**config.mk**
```make
export PLATFORM = sky130hd
export DESIGN_NAME = fnd_scan_engine
export DESIGN_NICKNAME = d
export VERILOG_FILES = /design/src/rtl/fnd_scan_engine.sv
export SDC_FILE = /design/constraint.sdc
export NUM_CORES = 1
export LEC_CHECK = 0
export CAP_MARGIN = 20
export CORE_ASPECT_RATIO = 1.2
export CORE_MARGIN = 2
export CORE_UTILIZATION = 45
export DETAILED_ROUTE_END_ITERATION = 8
export PLACE_DENSITY = 0.65
export SETUP_SLACK_MARGIN = 0.2
export SLEW_MARGIN = 20
export SYNTH_ARGS = -nofsm -noshare
export SYNTH_HDL_FRONTEND = slang
export SYNTH_SLANG_ARGS = --single-unit
```
**constraint.sdc**
```tcl
create_clock -name clk -period 3.6 [get_ports clk]
set_input_delay 0.36 -clock clk [delete_from_list [all_inputs] [get_ports clk]]
set_output_delay 0.36 -clock clk [all_outputs]
set_load 0.01 [all_outputs]
```
**src/rtl/fnd_scan_engine.sv**
```systemverilog
// fnd_scan_engine: sequential double-dabble BCD converter behind a valid/ready
// handshake, feeding an atomically committed buffer scanned onto a multiplexed FND.
module fnd_scan_engine #(
  parameter int NUM_DIGITS = 4,
  parameter int DATA_WIDTH = 14,
  parameter int CLK_HZ     = 100_000_000,
  parameter int SCAN_HZ    = 1000,
  parameter int BLINK_DIV  = 500
) (
  input  logic                    clk,
  input  logic                    reset,
  input  logic                    i_valid,
  input  logic [DATA_WIDTH-1:0]   i_bin,
  input  logic [NUM_DIGITS-1:0]   i_dot_mask,
  input  logic [NUM_DIGITS-1:0]   i_blink_mask,
  input  logic                    i_lz_blank,
  output logic                    o_ready,
  output logic [NUM_DIGITS-1:0]   o_digit,
  output logic [7:0]              o_seg,
  output logic [4*NUM_DIGITS-1:0] o_bcd
);

  function automatic logic [63:0] pow10(input int n);
    logic [63:0] p;
    p = 64'd1;
    for (int i = 0; i < n; i++) begin
      p = p * 64'd10;
    end
    return p;
  endfunction

  localparam int TICK_DIV = CLK_HZ / SCAN_HZ;
  localparam int TICK_W   = (TICK_DIV > 1) ? $clog2(TICK_DIV) : 1;
  localparam int BLINK_W  = (BLINK_DIV > 1) ? $clog2(BLINK_DIV) : 1;
  localparam int IDX_W    = $clog2(NUM_DIGITS);
  localparam int CNT_W    = $clog2(DATA_WIDTH + 1);
  localparam int BCD_W    = 4 * NUM_DIGITS;
  localparam logic [63:0] MAX_VAL = pow10(NUM_DIGITS) - 64'd1;

  // Add 3 to every nibble >= 5 ahead of the shift.
  function automatic logic [BCD_W-1:0] dd_adjust(input logic [BCD_W-1:0] s);
    logic [BCD_W-1:0] r;
    r = s;
    for (int k = 0; k < NUM_DIGITS; k++) begin
      if (s[4*k +: 4] >= 4'd5) begin
        r[4*k +: 4] = s[4*k +: 4] + 4'd3;
      end else begin
        r[4*k +: 4] = s[4*k +: 4];
      end
    end
    return r;
  endfunction

  function automatic logic [6:0] seg7(input logic [3:0] nib);
    logic [6:0] s;
    case (nib)
      4'd0:    s = 7'h40;
      4'd1:    s = 7'h79;
      4'd2:    s = 7'h24;
      4'd3:    s = 7'h30;
      4'd4:    s = 7'h19;
      4'd5:    s = 7'h12;
      4'd6:    s = 7'h02;
      4'd7:    s = 7'h78;
      4'd8:    s = 7'h00;
      4'd9:    s = 7'h10;
      4'hF:    s = 7'h3F;
      default: s = 7'h7F;
    endcase
    return s;
  endfunction

  typedef enum logic [1:0] {
    ST_IDLE   = 2'd0,
    ST_SHIFT  = 2'd1,
    ST_COMMIT = 2'd2
  } state_t;

  state_t                r_state;
  logic [CNT_W-1:0]      r_cnt;
  logic [DATA_WIDTH-1:0] r_bin;
  logic [BCD_W-1:0]      r_scratch;
  logic                  r_ovf;
  logic [NUM_DIGITS-1:0] r_cap_dot;
  logic [NUM_DIGITS-1:0] r_cap_blink;
  logic                  r_cap_lz;
  logic [BCD_W-1:0]      r_buf;
  logic [NUM_DIGITS-1:0] r_dot;
  logic [NUM_DIGITS-1:0] r_blink;
  logic                  r_lz;
  logic                  r_ready;

  logic [TICK_W-1:0]     r_tick_cnt;
  logic [IDX_W-1:0]      r_idx;
  logic [BLINK_W-1:0]    r_blink_cnt;
  logic                  r_blink_off;
  logic [NUM_DIGITS-1:0] r_digit;
  logic [7:0]            r_seg;

  logic [BCD_W-1:0]      w_adj;
  logic                  w_tick;
  logic [3:0]            w_nib;
  logic [NUM_DIGITS-1:0] w_zero_from;
  logic [NUM_DIGITS-1:0] w_digit_nxt;
  logic [7:0]            w_seg_nxt;

  assign w_adj  = dd_adjust(r_scratch);
  assign w_tick = (r_tick_cnt == TICK_W'(TICK_DIV - 1));
  assign w_nib  = r_buf[{r_idx, 2'b00} +: 4];

  // Converter FSM: capture, DATA_WIDTH shift steps, one-cycle atomic commit.
  always_ff @(posedge clk or posedge reset) begin
    if (reset) begin
      r_state     <= ST_IDLE;
      r_cnt       <= '0;
      r_bin       <= '0;
      r_scratch   <= '0;
      r_ovf       <= 1'b0;
      r_cap_dot   <= '0;
      r_cap_blink <= '0;
      r_cap_lz    <= 1'b0;
      r_buf       <= '0;
      r_dot       <= '0;
      r_blink     <= '0;
      r_lz        <= 1'b0;
      r_ready     <= 1'b1;
    end else begin
      case (r_state)
        ST_IDLE: begin
          if (i_valid) begin
            r_bin       <= i_bin;
            r_cap_dot   <= i_dot_mask;
            r_cap_blink <= i_blink_mask;
            r_cap_lz    <= i_lz_blank;
            r_ovf       <= (64'(i_bin) > MAX_VAL);
            r_scratch   <= '0;
            r_cnt       <= CNT_W'(DATA_WIDTH);
            r_ready     <= 1'b0;
            r_state     <= ST_SHIFT;
          end
        end
        ST_SHIFT: begin
          r_scratch <= {w_adj[BCD_W-2:0], r_bin[DATA_WIDTH-1]};
          r_bin     <= {r_bin[DATA_WIDTH-2:0], 1'b0};
          r_cnt     <= r_cnt - CNT_W'(1);
          if (r_cnt == CNT_W'(1)) begin
            r_state <= ST_COMMIT;
          end
        end
        ST_COMMIT: begin
          // Overflowed values show dashes on every digit.
          r_buf   <= r_ovf ? {BCD_W{1'b1}} : r_scratch;
          r_dot   <= r_cap_dot;
          r_blink <= r_cap_blink;
          r_lz    <= r_cap_lz;
          r_ready <= 1'b1;
          r_state <= ST_IDLE;
        end
        default: begin
          r_ready <= 1'b1;
          r_state <= ST_IDLE;
        end
      endcase
    end
  end

  // Digit k is a leading zero when nibbles k..NUM_DIGITS-1 are all zero.
  always_comb begin : zero_scan
    logic w_acc;
    w_acc       = 1'b1;
    w_zero_from = '0;
    for (int k = NUM_DIGITS - 1; k >= 0; k--) begin
      w_acc          = w_acc & (r_buf[4*k +: 4] == 4'd0);
      w_zero_from[k] = w_acc;
    end
  end

  // Segment pattern and anode for the digit shown at the next tick.
  always_comb begin
    w_digit_nxt = ~(NUM_DIGITS'(1) << r_idx);
    if (r_blink_off && r_blink[r_idx]) begin
      w_seg_nxt = 8'hFF;
    end else if (r_lz && (r_idx != '0) && w_zero_from[r_idx]) begin
      w_seg_nxt = {~r_dot[r_idx], 7'h7F};
    end else begin
      w_seg_nxt = {~r_dot[r_idx], seg7(w_nib)};
    end
  end

  // Scan timebase, digit rotation, blink phase and registered pin drive.
  always_ff @(posedge clk or posedge reset) begin
    if (reset) begin
      r_tick_cnt  <= '0;
      r_idx       <= '0;
      r_blink_cnt <= '0;
      r_blink_off <= 1'b0;
      r_digit     <= '1;
      r_seg       <= 8'hFF;
    end else if (w_tick) begin
      r_tick_cnt <= '0;
      r_digit    <= w_digit_nxt;
      r_seg      <= w_seg_nxt;
      r_idx      <= (r_idx == IDX_W'(NUM_DIGITS - 1)) ? '0 : r_idx + IDX_W'(1);
      if (r_blink_cnt == BLINK_W'(BLINK_DIV - 1)) begin
        r_blink_cnt <= '0;
        r_blink_off <= ~r_blink_off;
      end else begin
        r_blink_cnt <= r_blink_cnt + BLINK_W'(1);
      end
    end else begin
      r_tick_cnt <= r_tick_cnt + TICK_W'(1);
    end
  end

  assign o_ready = r_ready;
  assign o_digit = r_digit;
  assign o_seg   = r_seg;
  assign o_bcd   = r_buf;

endmodule

```
==> flow_summary.toml, run 1 <==
[status]
outcome = "finished clean"

[placement]
dp_hpwl_mm = 8.17
gp_congestion = 0.779
numPortBuffers = 54
dpl_cell_area_mm2 = 0.00626

[clock_network]
cts_setup_buffers = 0
root_buffer = "clkbuf_16"
cts_inserted_buffers = 17
clk_path_buf_depth = 2
cts_htree_levels = 4
tritoncts = "built"
cts-resized-gates = 0
cts_hold_buf = 0
clk_latency_ns = 0.42
clkTransAtPathRegs_ns = 0.05
clkSinkCount = 113

[synthesis]
ys_types = 55
synthTopCellsByCount = "100 x dfrtp_1, 58 x nand2_1, 46 x nor2_1"
syn_avg_cell_area_um2 = 10.4
async_flop_share = 1.00
synth_area_leaders = "dfrtp_1 45%, dfstp_2 6.1%, ha_1 4.9%"
synth.top_cell.area_share = 0.448
ys_seq_area_frac = 0.509
syn_area_mm2 = 0.00559
synthFlopType = "dfrtp_1"
postSynthCellCount = 539
synth_top_area_cell = "dfrtp_1"
ys_ff_latch = 113
yosysMostFrequentCell = "dfrtp_1"
synth_edf_count = 0
syn-num-nets = 587
yosys_warnings = 0

[global_route]
grt_pass1_vias = 4149
grt_overflow_total = 0
grt_usage = 0.190
antenna_found_initial = 0
grt_pass1_wl_mm = 20.1
grt_start_max_net_pins = 60

[setup_path]
startpoint = "r_tick_cnt[13]$_DFF_PP0_"
crit_fanout = 15
r2r_start = "r_tick_cnt[13]$_DFF_PP0_"
startpoint_type = "flip-flop"
ff2ff_path_depth = 4
rrSetupSlack_ns = 0.94
reg2reg_to = "r_blink_cnt[1]$_DFFE_PP0N_"
cp.arrival_ns = 2.96
cp-end-kind = "flip-flop"
path_class = "reg -> reg"
required_ns = 3.90
cp-endpoint = "r_blink_cnt[1]$_DFFE_PP0N_"

[floorplan]
io_pins = 55
dieHeight_um = 126
die-area_mm2 = 0.0133
initial_core_util = 0.461
row_count = 44
chipWidth_um = 106
core_mm2 = 0.0121

[final_layout]
area_growth_pct = 23.4
drive_gt1_frac = 0.148
diodes = 0
finish.utilization = 0.569
fin_area_mm2 = 0.00689
nets = 635
fillers = 1057

[route]
vias_per_cell = 5.49
drc = 0
wl_per_cell_um = 15.5
num_vias = 4178
antenna_left = 0
finalWirelength_mm = 11.8
dr.pass1.iters = 4
drt-initial-drc-count = 237

[timing]
clock_skew_ns = 0.00969
finalHoldViolCount = 0
fin_crit_sh = 0.738
relSlewSlack = 0.352
finalSetupViolCount = 0
slew_violations = 0
setup_tns_ns = 0
worstMarginPinSlew_ns = 0.970
layout_min_cycle_time_ns = 2.66
rsz0062_at_grt = "no"
whs_ns = 0.444
fmax_mhz = 376

[worst_hold_path]
hp-class = "in -> async"

[pwr]
powerDensity_mw_per_mm2 = 775
p_leak_uw = 0.00294
irDropWorstVdd_v = 0.000356

[run]
maxCapViolCount = 0
[per-layer routing]
| metal | track usage | wire (um) |
|---|---|---|
| met1 | 0.232 | 5260 |
| met3 | 0.0492 | 320 |
| met5 | 0 | 0 |
| met2 | 0.320 | 6070 |
| met4 | 0.0782 | 163 |
[report_power, final]
part           internal, uW  switching, uW
registers              1650            337
clock network          1160            619
logic                   787            785
total                  3600           1740
[final cells by class]
class | count | area, um2 | share of cell area
clock buffer | 17 | 425 | 0.0617
inverter | 23 | 88.8 | 0.0129
timing repair buffer | 60 | 598 | 0.0868
multi-input combinational | 372 | 2530 | 0.367
sequential | 113 | 2840 | 0.413
tap | 161 | 201 | 0.0292
clock inverter | 15 | 208 | 0.0301
[logic make-up after synthesis]
logic type	after synthesis	share of synthesized area
and+or+nand+nor	177	0.156
AOI/OAI and AO/OA	119	0.135
DFF	113	0.509
buffers and inverters	54	0.0403
muxes	35	0.0809
adders and majority gates	22	0.0493
xor gates and xnor gates	19	0.0298
[sequential cells by signal, summed over array words and instances, names as in the netlist, 4 cells and up]
register and flops:
r_cap_dot 4, r_cap_blink 4, o_bcd 16, r_cnt 4, r_bin 14, r_dot 4, r_blink 4, r_scratch 16
r_blink_cnt 9, o_seg 8, r_tick_cnt 17, o_digit 4
[critical path, cell delays in order, from the launching register on]
cell and delay, ns:
dfrtp_1 0.40, or4b_1 0.55, or3_1 0.65, nor2_2 0.55, mux2_2 0.40
[how the worst min path moves through the flow]
stage / to / startpoint / cells after the start / slack, ns
6_report: r_blink_cnt[8]$_DFFE_PP0N_ / reset / 2 / 0.44
5_1_grt: r_blink_off$_DFFE_PP0P_ / r_blink_off$_DFFE_PP0P_ / 1 / 0.49
4_1_cts: r_blink_cnt[8]$_DFFE_PP0N_ / reset / 2 / 0.46
3_5_place_dp: r_blink_off$_DFFE_PP0P_ / r_blink_off$_DFFE_PP0P_ / 1 / 0.46
3_3_place_gp: r_blink_off$_DFFE_PP0P_ / r_blink_off$_DFFE_PP0P_ / 1 / 0.45
2_1_floorplan: r_blink_off$_DFFE_PP0P_ / r_blink_off$_DFFE_PP0P_ / 1 / 0.44
[per-stage QoR]
stage	std cells	power [uW]	setup WS, ns
floorplan	539	3060	0.274
global placement	729	3510	1.02
detailed placement	729	3600	0.977
CTS	761	5400	0.955
global route	761	5690	0.820
finish	761	5340	0.944
[layout by cell type (no fill, tap or decap), drive strengths merged, types with 9 or more instances in the layout]
master	synthesis	final
clkdlybuf4s50	0	54
o21ai	38	38
inv	23	26
a31oi	22	22
dfrtp	100	100
ha	22	22
nand2	58	58
mux2	21	21
nor2	47	47
dfstp	13	13
xnor2	11	11
clkbuf	24	17
a21oi	18	18
nand3	13	13
nand2b	9	9
Power figures use the tool's default switching activity.
==> inputs of run 2 (changes only) <==
- clock period: 3.6 -> 2.6 ns (I/O delays scaled with it)
==> flow_summary.toml, run 2 (synthesis results as in run 1) <==
[global_route]
grt_start_max_net_pins = 42
grt_pass1_wl_mm = 20.2
grt_pass1_vias = 4334
antenna_found_initial = 0
grt_usage = 0.193
grt_overflow_total = 0

[clock_network]
clk_path_buf_depth = 2
clkSinkCount = 113
cts_inserted_buffers = 17
root_buffer = "clkbuf_16"
tritoncts = "built"
clkTransAtPathRegs_ns = 0.05
cts_htree_levels = 4
clk_latency_ns = 0.42
cts_hold_buf = 0

[route]
vias_per_cell = 5.53
wl_per_cell_um = 15.5
drt-initial-drc-count = 158
drc = 0
num_vias = 4259
finalWirelength_mm = 12.0
antenna_left = 0
dr.pass1.iters = 5

[status]
outcome = "finished clean"

[pwr]
powerDensity_mw_per_mm2 = 1060
irDropWorstVdd_v = 0.000518
power_uw = 7360
p_leak_uw = 0.00298

[setup_path]
cp-end-kind = "flip-flop"
crit_fanout = 15
startpoint_type = "flip-flop"
rrSetupSlack_ns = 0.47
path_class = "reg -> reg"
required_ns = 2.93
cp.arrival_ns = 2.45

[timing]
setup_tns_ns = 0
fin_crit_sh = 0.819
slew_violations = 0
relSlewSlack = 0.468
layout_min_cycle_time_ns = 2.13
clock_skew_ns = 0.00901
rsz0062_at_grt = "no"
worstMarginPinSlew_ns = 0.791
finalHoldViolCount = 0
fmax_mhz = 470
finalSetupViolCount = 0

[floorplan]
die-area_mm2 = 0.0133
io_pins = 55
row_count = 44
initial_core_util = 0.461
core_mm2 = 0.0121
chipWidth_um = 106
dieHeight_um = 126

[placement]
numPortBuffers = 54
dp_hpwl_mm = 8.48
gp_congestion = 0.793

[final_layout]
nets = 644
final_common_cell = "dfrtp_1"
largest-register = "r_tick_cnt"
drive_gt1_frac = 0.159
largest_reg_flops = 17
final_cell_mix = "100 x dfrtp_1, 58 x nand2_1, 54 x clkdlybuf4s50_1"
diodes = 0
fillers = 1056
area_growth_pct = 24.8

[run]
maxCapViolCount = 0

[worst_hold_path]
hp-class = "in -> async"
[run 2: repair_timing]
| action | in CTS | in global routing |
|---|---|---|
| setup buffers | 0 | 0 |
| endpoints found under the hold margin | 0 | 0 |
| resized for setup | 0 | 1 |
| setup endpoints to repair | 0 | 1 |
[run 2: final cells by class]
type / count / area [um2] / area share
sequential: 113 / 2840 / 0.408
multi-input combinational: 372 / 2530 / 0.363
timing repair buffer: 69 / 691 / 0.0990
clock buffer: 18 / 429 / 0.0615
tap: 161 / 201 / 0.0289
clock inverter: 14 / 189 / 0.0271
inverter: 23 / 90.1 / 0.0129
[run 2: worst max-delay path, cell delays in order, from the launching register on]
cell and delay, ns:
dfrtp_1 0.40, or4b_1 0.55, or3_4 0.51, or4_1 0.49, o21ai_0 0.09
[run 2: where the power goes]
part / switching, uW / leakage, uW / internal [uW]
combinational: 1080 / 0.00127 / 1120
sequential: 465 / 0.00142 / 2290
clock: 808 / 0.000296 / 1600
total: 2350 / 0.00298 / 5010
[run 2: routing by layer]
metal,share of wire,up-vias,track usage
met1,0.42,2113,0.216
met5,0,-,0
met4,0.025,0,0.0875
li1,-,2031,-
met3,0.038,25,0.0559
met2,0.51,90,0.338
[run 2: metrics by stage]
| step | cell area, um2 | utilization | setup WS, ns | hold slack [ns] | std cells |
|---|---|---|---|---|---|
| 6_report | 6970 | 0.576 | 0.471 | 0.341 | 770 |
| 5_1_grt | 6970 | 0.576 | 0.278 | 0.388 | 770 |
| 4_1_cts | 6970 | 0.575 | 0.277 | 0.352 | 770 |
| 3_5_place_dp | 6350 | 0.524 | 0.315 | 0.458 | 738 |
| 3_3_place_gp | 6350 | 0.524 | 0.346 | 0.456 | 738 |
| 2_1_floorplan | 5590 | - | 0.530 | 0.400 | 539 |
[run 2: worst paths after layout]
kind,from,to,cells after the start
hold / removal,reset,r_blink_cnt[3]$_DFFE_PP0N_,2
setup / recovery,r_tick_cnt[13]$_DFF_PP0_,r_blink_cnt[6]$_DFFE_PP0N_,4
min in group clk,i_bin[2],r_bin[2]$_DFFE_PP0P_,3
hold reg to reg,r_blink_off$_DFFE_PP0P_,r_blink_off$_DFFE_PP0P_,1
setup reg to reg,r_tick_cnt[13]$_DFF_PP0_,r_blink_cnt[6]$_DFFE_PP0N_,4
max in group asynchronous,reset,o_seg[0]$_DFFE_PP1N_,3
